--- config.mk ---
export PLATFORM = sky130hd
export DESIGN_NAME = systolic_tile_scheduler
export DESIGN_NICKNAME = d
export VERILOG_FILES = /design/src/rtl/systolic_tile_scheduler.sv
export SDC_FILE = /design/constraint.sdc
export NUM_CORES = 1
export LEC_CHECK = 0
export ABC_CLOCK_PERIOD_IN_PS = 1700
export CORE_ASPECT_RATIO = 1.1
export CORE_MARGIN = 2
export CORE_UTILIZATION = 42
export CTS_CLUSTER_DIAMETER = 30
export DETAILED_ROUTE_END_ITERATION = 8
export PLACE_DENSITY = 0.86
export SKIP_CTS_REPAIR_TIMING = 1
export SLEW_MARGIN = 30
export SYNTH_ARGS = -nofsm -noshare
export SYNTH_HDL_FRONTEND = slang
export SYNTH_SLANG_ARGS = --single-unit
--- constraint.sdc ---
create_clock -name clk -period 1.7 [get_ports clk]
set_input_delay 0.17 -clock clk [delete_from_list [all_inputs] [get_ports clk]]
set_output_delay 0.17 -clock clk [all_outputs]
set_load 0.005 [all_outputs]
--- src/rtl/systolic_tile_scheduler.sv ---
// ---------------------------------------------------------------------------
// systolic_tile_scheduler
//
// This block is the upstream sequencer for the systolic array's valid pipeline
// controller. It accepts a tile command from the host. For each tile it reads
// ROWS operand words from the operand buffer and then fires a one-cycle
// loading_start. It waits for pipe_busy to drain before it starts the next
// tile, and it pulses done after the last tile.
//
// Optional feature macro: SCHED_TIMEOUT_EN
//   When defined, a drain watchdog is added. If pipe_busy is still high after
//   TIMEOUT cycles in DRAIN, err is pulsed and the scheduler returns to IDLE.
//   When not defined, DRAIN waits indefinitely and err is tied to 0.
//
// Ports:
//   clk            in   system clock, rising edge
//   rst_n          in   asynchronous active-low reset
//   cmd_valid      in   host command valid
//   cmd_ready      out  command can be accepted (high only in IDLE)
//   cmd_base       in   buffer base address of the first tile
//   cmd_num_tiles  in   number of tiles to run (0 is legal)
//   buf_rd_en      out  operand buffer read strobe
//   buf_rd_addr    out  operand buffer read address
//   loading_start  out  one-cycle pulse to the valid pipeline controller
//   pipe_busy      in   busy from the valid pipeline controller
//   tile_idx       out  index of the tile in progress
//   done           out  one-cycle pulse when a command completes
//   err            out  one-cycle pulse on drain timeout
//   state_dbg      out  current FSM state, for observation only
//
// Handshake: a command transfers on a rising edge where cmd_valid and
// cmd_ready are both high. cmd_ready depends only on state, never on
// cmd_valid. cmd_valid is ignored whenever cmd_ready is low.
// ---------------------------------------------------------------------------
module systolic_tile_scheduler #(
    parameter int ROWS    = 2,
    parameter int ADDR_W  = 8,
    parameter int TILE_W  = 4,
    parameter int TIMEOUT = 16
) (
    input  logic              clk,
    input  logic              rst_n,
    input  logic              cmd_valid,
    output logic              cmd_ready,
    input  logic [ADDR_W-1:0] cmd_base,
    input  logic [TILE_W-1:0] cmd_num_tiles,
    output logic              buf_rd_en,
    output logic [ADDR_W-1:0] buf_rd_addr,
    output logic              loading_start,
    input  logic              pipe_busy,
    output logic [TILE_W-1:0] tile_idx,
    output logic              done,
    output logic              err,
    output logic [2:0]        state_dbg
);

    if (ROWS < 1 || TIMEOUT < 1) begin : g_param_check
        $error("systolic_tile_scheduler: ROWS and TIMEOUT must be >= 1");
    end

    localparam int ROW_W = (ROWS > 1) ? $clog2(ROWS) : 1;
    localparam logic [ROW_W-1:0] ROW_LAST = ROW_W'(ROWS - 1);

    typedef enum logic [2:0] {
        S_IDLE  = 3'd0,
        S_LOAD  = 3'd1,
        S_FIRE  = 3'd2,
        S_DRAIN = 3'd3,
        S_DONE  = 3'd4
    } state_t;

    state_t            state_q, state_d;
    logic [ADDR_W-1:0] addr_q;
    logic [TILE_W-1:0] tile_q;
    logic [TILE_W-1:0] last_tile_q;
    logic [ROW_W-1:0]  row_q;
    logic              drain_first_q;

`ifdef SCHED_TIMEOUT_EN
    localparam int CNT_W = $clog2(TIMEOUT + 1);
    logic [CNT_W-1:0] drain_cnt_q;
    logic             err_q;
    logic             timeout_hit;
`endif

    // ---------------- next-state logic ----------------
    always_comb begin
        state_d = state_q;
`ifdef SCHED_TIMEOUT_EN
        timeout_hit = 1'b0;
`endif
        case (state_q)
            S_IDLE: begin
                if (cmd_valid) begin
                    state_d = (cmd_num_tiles == '0) ? S_DONE : S_LOAD;
                end
            end
            S_LOAD: begin
                if (row_q == ROW_LAST) begin
                    state_d = S_FIRE;
                end
            end
            S_FIRE: state_d = S_DRAIN;
            S_DRAIN: begin
                // The controller's busy lags loading_start by one cycle. For that
                // reason the first DRAIN cycle cannot be used to decide an exit.
                if (!drain_first_q && !pipe_busy) begin
                    state_d = (tile_q == last_tile_q) ? S_DONE : S_LOAD;
                end
`ifdef SCHED_TIMEOUT_EN
                else if (pipe_busy && drain_cnt_q == CNT_W'(TIMEOUT - 1)) begin
                    state_d     = S_IDLE;
                    timeout_hit = 1'b1;
                end
`endif
            end
            S_DONE:  state_d = S_IDLE;
            default: state_d = S_IDLE;
        endcase
    end

    // ---------------- state register ----------------
    always_ff @(posedge clk or negedge rst_n) begin
        if (!rst_n) begin
            state_q <= S_IDLE;
        end else begin
            state_q <= state_d;
        end
    end

    // ---------------- datapath ----------------
    // addr_q is a running read pointer. It is loaded with base on accept and
    // stepped once per LOAD cycle. Tiles are contiguous, so this pointer always
    // equals base + tile*ROWS + row (mod 2^ADDR_W).
    always_ff @(posedge clk or negedge rst_n) begin
        if (!rst_n) begin
            addr_q        <= '0;
            tile_q        <= '0;
            last_tile_q   <= '0;
            row_q         <= '0;
            drain_first_q <= 1'b0;
        end else begin
            case (state_q)
                S_IDLE: begin
                    if (cmd_valid) begin
                        addr_q      <= cmd_base;
                        tile_q      <= '0;
                        row_q       <= '0;
                        last_tile_q <= cmd_num_tiles - TILE_W'(1);
                    end
                end
                S_LOAD: begin
                    addr_q <= addr_q + ADDR_W'(1);
                    row_q  <= (row_q == ROW_LAST) ? '0 : row_q + ROW_W'(1);
                end
                S_FIRE: begin
                    drain_first_q <= 1'b1;
                end
                S_DRAIN: begin
                    drain_first_q <= 1'b0;
                    if (state_d == S_LOAD) begin
                        tile_q <= tile_q + TILE_W'(1);
                        row_q  <= '0;
                    end
                end
                default: ;
            endcase
        end
    end

`ifdef SCHED_TIMEOUT_EN
    always_ff @(posedge clk or negedge rst_n) begin
        if (!rst_n) begin
            drain_cnt_q <= '0;
            err_q       <= 1'b0;
        end else begin
            err_q <= timeout_hit;
            if (state_q == S_DRAIN) begin
                drain_cnt_q <= drain_cnt_q + CNT_W'(1);
            end else begin
                drain_cnt_q <= '0;
            end
        end
    end
    assign err = err_q;
`else
    assign err = 1'b0;
`endif

    // ---------------- outputs (decoded state / flops only) ----------------
    assign cmd_ready     = (state_q == S_IDLE);
    assign buf_rd_en     = (state_q == S_LOAD);
    assign loading_start = (state_q == S_FIRE);
    assign done          = (state_q == S_DONE);
    assign buf_rd_addr   = addr_q;
    assign tile_idx      = tile_q;
    assign state_dbg     = state_q;

endmodule

==> results <==
- The run finished, with violations left.
- The final reports fail on setup timing.
- The core box area is 2780 µm².
- For this run, the detailed router's first-pass iteration total came to 4.
- In this run the power density over the cells is ~1700 nW/µm².
- TritonCTS built the clock tree.
- Data on the critical path arrives at its endpoint at about 2000 ps.
- Global routing finished with a remaining overflow of 0.
- For this run, the leading register cell type out of synthesis is sky130_fd_sc_hd__dfrtp_1.
- The via count normalized by instance count is between 5 and 6.
- The number of buffers between clock root and the deepest sink is 2.
- Clock latency on the worst-skew pair, taken at its later pin, is 310 ps.
- The post-placement worst setup slack is -389 ps.
- The Yosys step of the flow raised 0 warnings.
- TritonCTS created 3 clock buffers.
- The wire length of the first global-routing pass is roughly 5300 µm.
- The filler cells instantiated in the layout total between 200 and 250.
- Leaving out filler cells and counting taps, the final layout contains around 220.
- The kind of end point of the critical path is a flip-flop.
- The largest net degree at the start of global routing is 22.
- The worst setup path is of the flip-flop to flip-flop kind.
- The count of mapped cells out of synthesis is ~140.
- The depth of the worst register-to-register path is 5.
- The total die area is 3390 µm².
- For this run, the top clock speed supported by timing is between 500 and 600 MHz.
- The floorplan step set the die width to between 50 and 60 µm.
- The CTS sink count is 21.
- The number of distinct standard cells referenced by the synthesized netlist is 40.
- The initial core utilization is about 44%.
- In this run, synthesis produced a sequential element count of 21.
- Summing every instance area after synthesis gives 1230 µm².
- Routability-driven placement finished with a final weighted congestion of 0.839.
- Synthesis produced a netlist with a net count of ~160.
- The final-report setup violation count is 3.
- Input and output buffers added on the ports amount to 34.
- The class of the worst hold path is primary input to asynchronous set/reset pin.
- The instance count after placement with tap cells included is 211.
- Data on the critical path is required at its endpoint by approximately 1900 ps.
- The routed layout has between 1000 and 1500 vias.
- The minimum clock period after layout is 1790 ps.
- In the routed design, unresolved DRC markers number 0.
- CTS built an H-tree with a depth of 1.
- The floorplan has 20 rows.
- The clock-pin slew of the registers on the worst-case setup and hold paths is between 100 and 150 ps.
- VDD sags by at most around 0.00087 V.
- In the final routed layout, each cell accounts on average for between 10 and 15 µm.
- The number of max-slew violations in the final report is 0.
- Setup slack on the critical path of the routed design comes to -94.7 ps.
- The number of antenna-violating nets in the routed design is 0.
- In this run the clock root is driven by a sky130_fd_sc_hd__clkbuf_4.
- Summed over all cells, the static leakage comes to ~0.00084 µW.
- In the final layout, the share of cells above drive strength 1 is roughly 17%.
- In the final design database the tool counted 204 nets.
- The clock arrives with 2.26 ps of skew.
- The sequential area share after synthesis is a little over two fifths.
- The wire-length estimate of the detail-placed layout is between 2000 and 2500 µm.
- The via count of the first global-routing pass is about 1200.
- The final-report hold violation count is 0.
- STA classifies the critical path startpoint as a flip-flop.
- The number of maximum-capacitance constraint violations is 0.
- Across every metal layer, demand over resource in global routing totals ~20%.
- Of all nets on the critical path, the largest fanout is 4.
- Setup repair after global routing could not meet its margin everywhere.
- The DRC marker count from the first detailed-route iteration is 40.
- A synthesized cell averages approximately 9.0 µm².
- For this run, asynchronously set or reset flops after synthesis account for 100%.
- The final cycle utilization of the critical path is 106%.
- The top-level port count is 36.
- The number of enable-type register cells in the synthesized netlist is 0.
- Summed over all layers, the routed wires come to around 3200 µm.
- The layout-stage area growth over the synthesis result is 42.3%.
- The die span in y is 60.8 µm.
- 0 antenna diodes ended up in the layout.
- The initial antenna violation count is 0.
power by group:
group	total, µW	internal (µW)	switching [µW]
sequential	940	713	227
combinational	1710	907	804
clock	246	91.7	154
layout make-up:
| class | instances | area (µm²) | area share (%) |
|---|---|---|---|
| multi-input combinational | 105 | 676 | 38.5 |
| tap | 33 | 41.3 | 2.35 |
| timing repair buffer | 49 | 470 | 26.8 |
| clock buffer | 4 | 26.3 | 1.50 |
| inverter | 4 | 16.3 | 0.927 |
| sequential | 21 | 526 | 29.9 |
critical path: stages (launching register included):
cell                      delay [ps]
sky130_fd_sc_hd__dfrtp_1         390
sky130_fd_sc_hd__or4b_4          570
sky130_fd_sc_hd__nor4b_4         280
sky130_fd_sc_hd__nor3_2          110
sky130_fd_sc_hd__and3_1          160
sky130_fd_sc_hd__a31o_1          180
per-stage QoR:
step	hold WS [ps]	utilization [%]	cell area (µm²)	setup TNS, ps	total power (µW)
after floorplan	-126	-	1240	-608	1800
after global placement	464	60.5	1680	-1820	2470
after detailed placement	492	60.5	1680	-2120	2560
after CTS	195	61.5	1710	-1930	2810
after global routing	216	63.2	1760	-530	3110
final	185	63.2	1760	-248	2900
logic make-up (layout without fill, tap and decap cells):
| kind of cell | Yosys count | after routing | synth area share [%] |
|---|---|---|---|
| AO/OA/AOI/OAI | 35 | 35 | 19.2 |
| buffers and inverters | 11 | 57 | 4.46 |
| other | 1 | 1 | 0.304 |
| AND/OR/NAND/NOR | 59 | 59 | 25.2 |
| adder cells (fa/ha/maj) | 4 | 4 | 4.06 |
| flip-flops | 21 | 21 | 42.6 |
| XOR/XNOR | 6 | 6 | 4.26 |
cells in the mapped netlist, drive strengths merged, types with 2 or more instances:
cell type	count	area share, %
buf	4	2.3
inv	3	0.91
nor2b	4	2.0
nor2	19	5.8
o21ai	7	2.8
o21bai	2	1.2
nand2	9	2.7
a21oi	8	3.2
o211a	2	1.6
a31o	4	2.8
ha	4	4.1
nor3	8	3.7
o22ai	4	2.0
and3	3	1.5
xnor2	6	4.3
nand3	8	3.2
o311ai	2	1.4
clkbuf	3	0.91
dfrtp	21	43
registers in the layout (all words and copies together) (netlist names):
| name | cells |
|---|---|
| drain_first_q | 1 |
| buf_rd_addr | 8 |
| row_q | 1 |
| tile_idx | 4 |
| last_tile_q | 4 |
| state_dbg | 3 |
final timing paths:
path                                                  from  slack, ps                          to
worst max-delay path                state_dbg[0]$_DFF_PN0_        -90     tile_idx[1]$_DFFE_PN0P_
worst min-delay path                                 rst_n        190  buf_rd_addr[1]$_DFFE_PN0P_
worst max register to register      state_dbg[0]$_DFF_PN0_        -90     tile_idx[1]$_DFFE_PN0P_
worst min register to register  last_tile_q[2]$_DFFE_PN0P_        510  last_tile_q[2]$_DFFE_PN0P_
max in group asynchronous                            rst_n       1310  buf_rd_addr[6]$_DFFE_PN0P_
min in group clk                               cmd_base[2]        440  buf_rd_addr[2]$_DFFE_PN0P_
cell usage in the layout, fill, tap and decap left out, types with 5 or more instances in the layout:
master,instances
sky130_fd_sc_hd__o21ai_0,5
sky130_fd_sc_hd__nor2_1,18
sky130_fd_sc_hd__buf_4,13
sky130_fd_sc_hd__a21oi_1,8
sky130_fd_sc_hd__xnor2_1,6
sky130_fd_sc_hd__nor3_1,6
sky130_fd_sc_hd__nand3_1,8
sky130_fd_sc_hd__nand2_1,8
sky130_fd_sc_hd__clkdlybuf4s50_1,30
sky130_fd_sc_hd__dfrtp_1,21
metal layers:
layer	wire length [µm]	track usage (%)	part of all wire [%]
met2	1700	34.7	53
met4	59	9.76	1.8
met5	0	0	0
met3	187	1.28	5.8
met1	1290	25.3	40
Note: power is estimated with default switching activity, not from simulation.
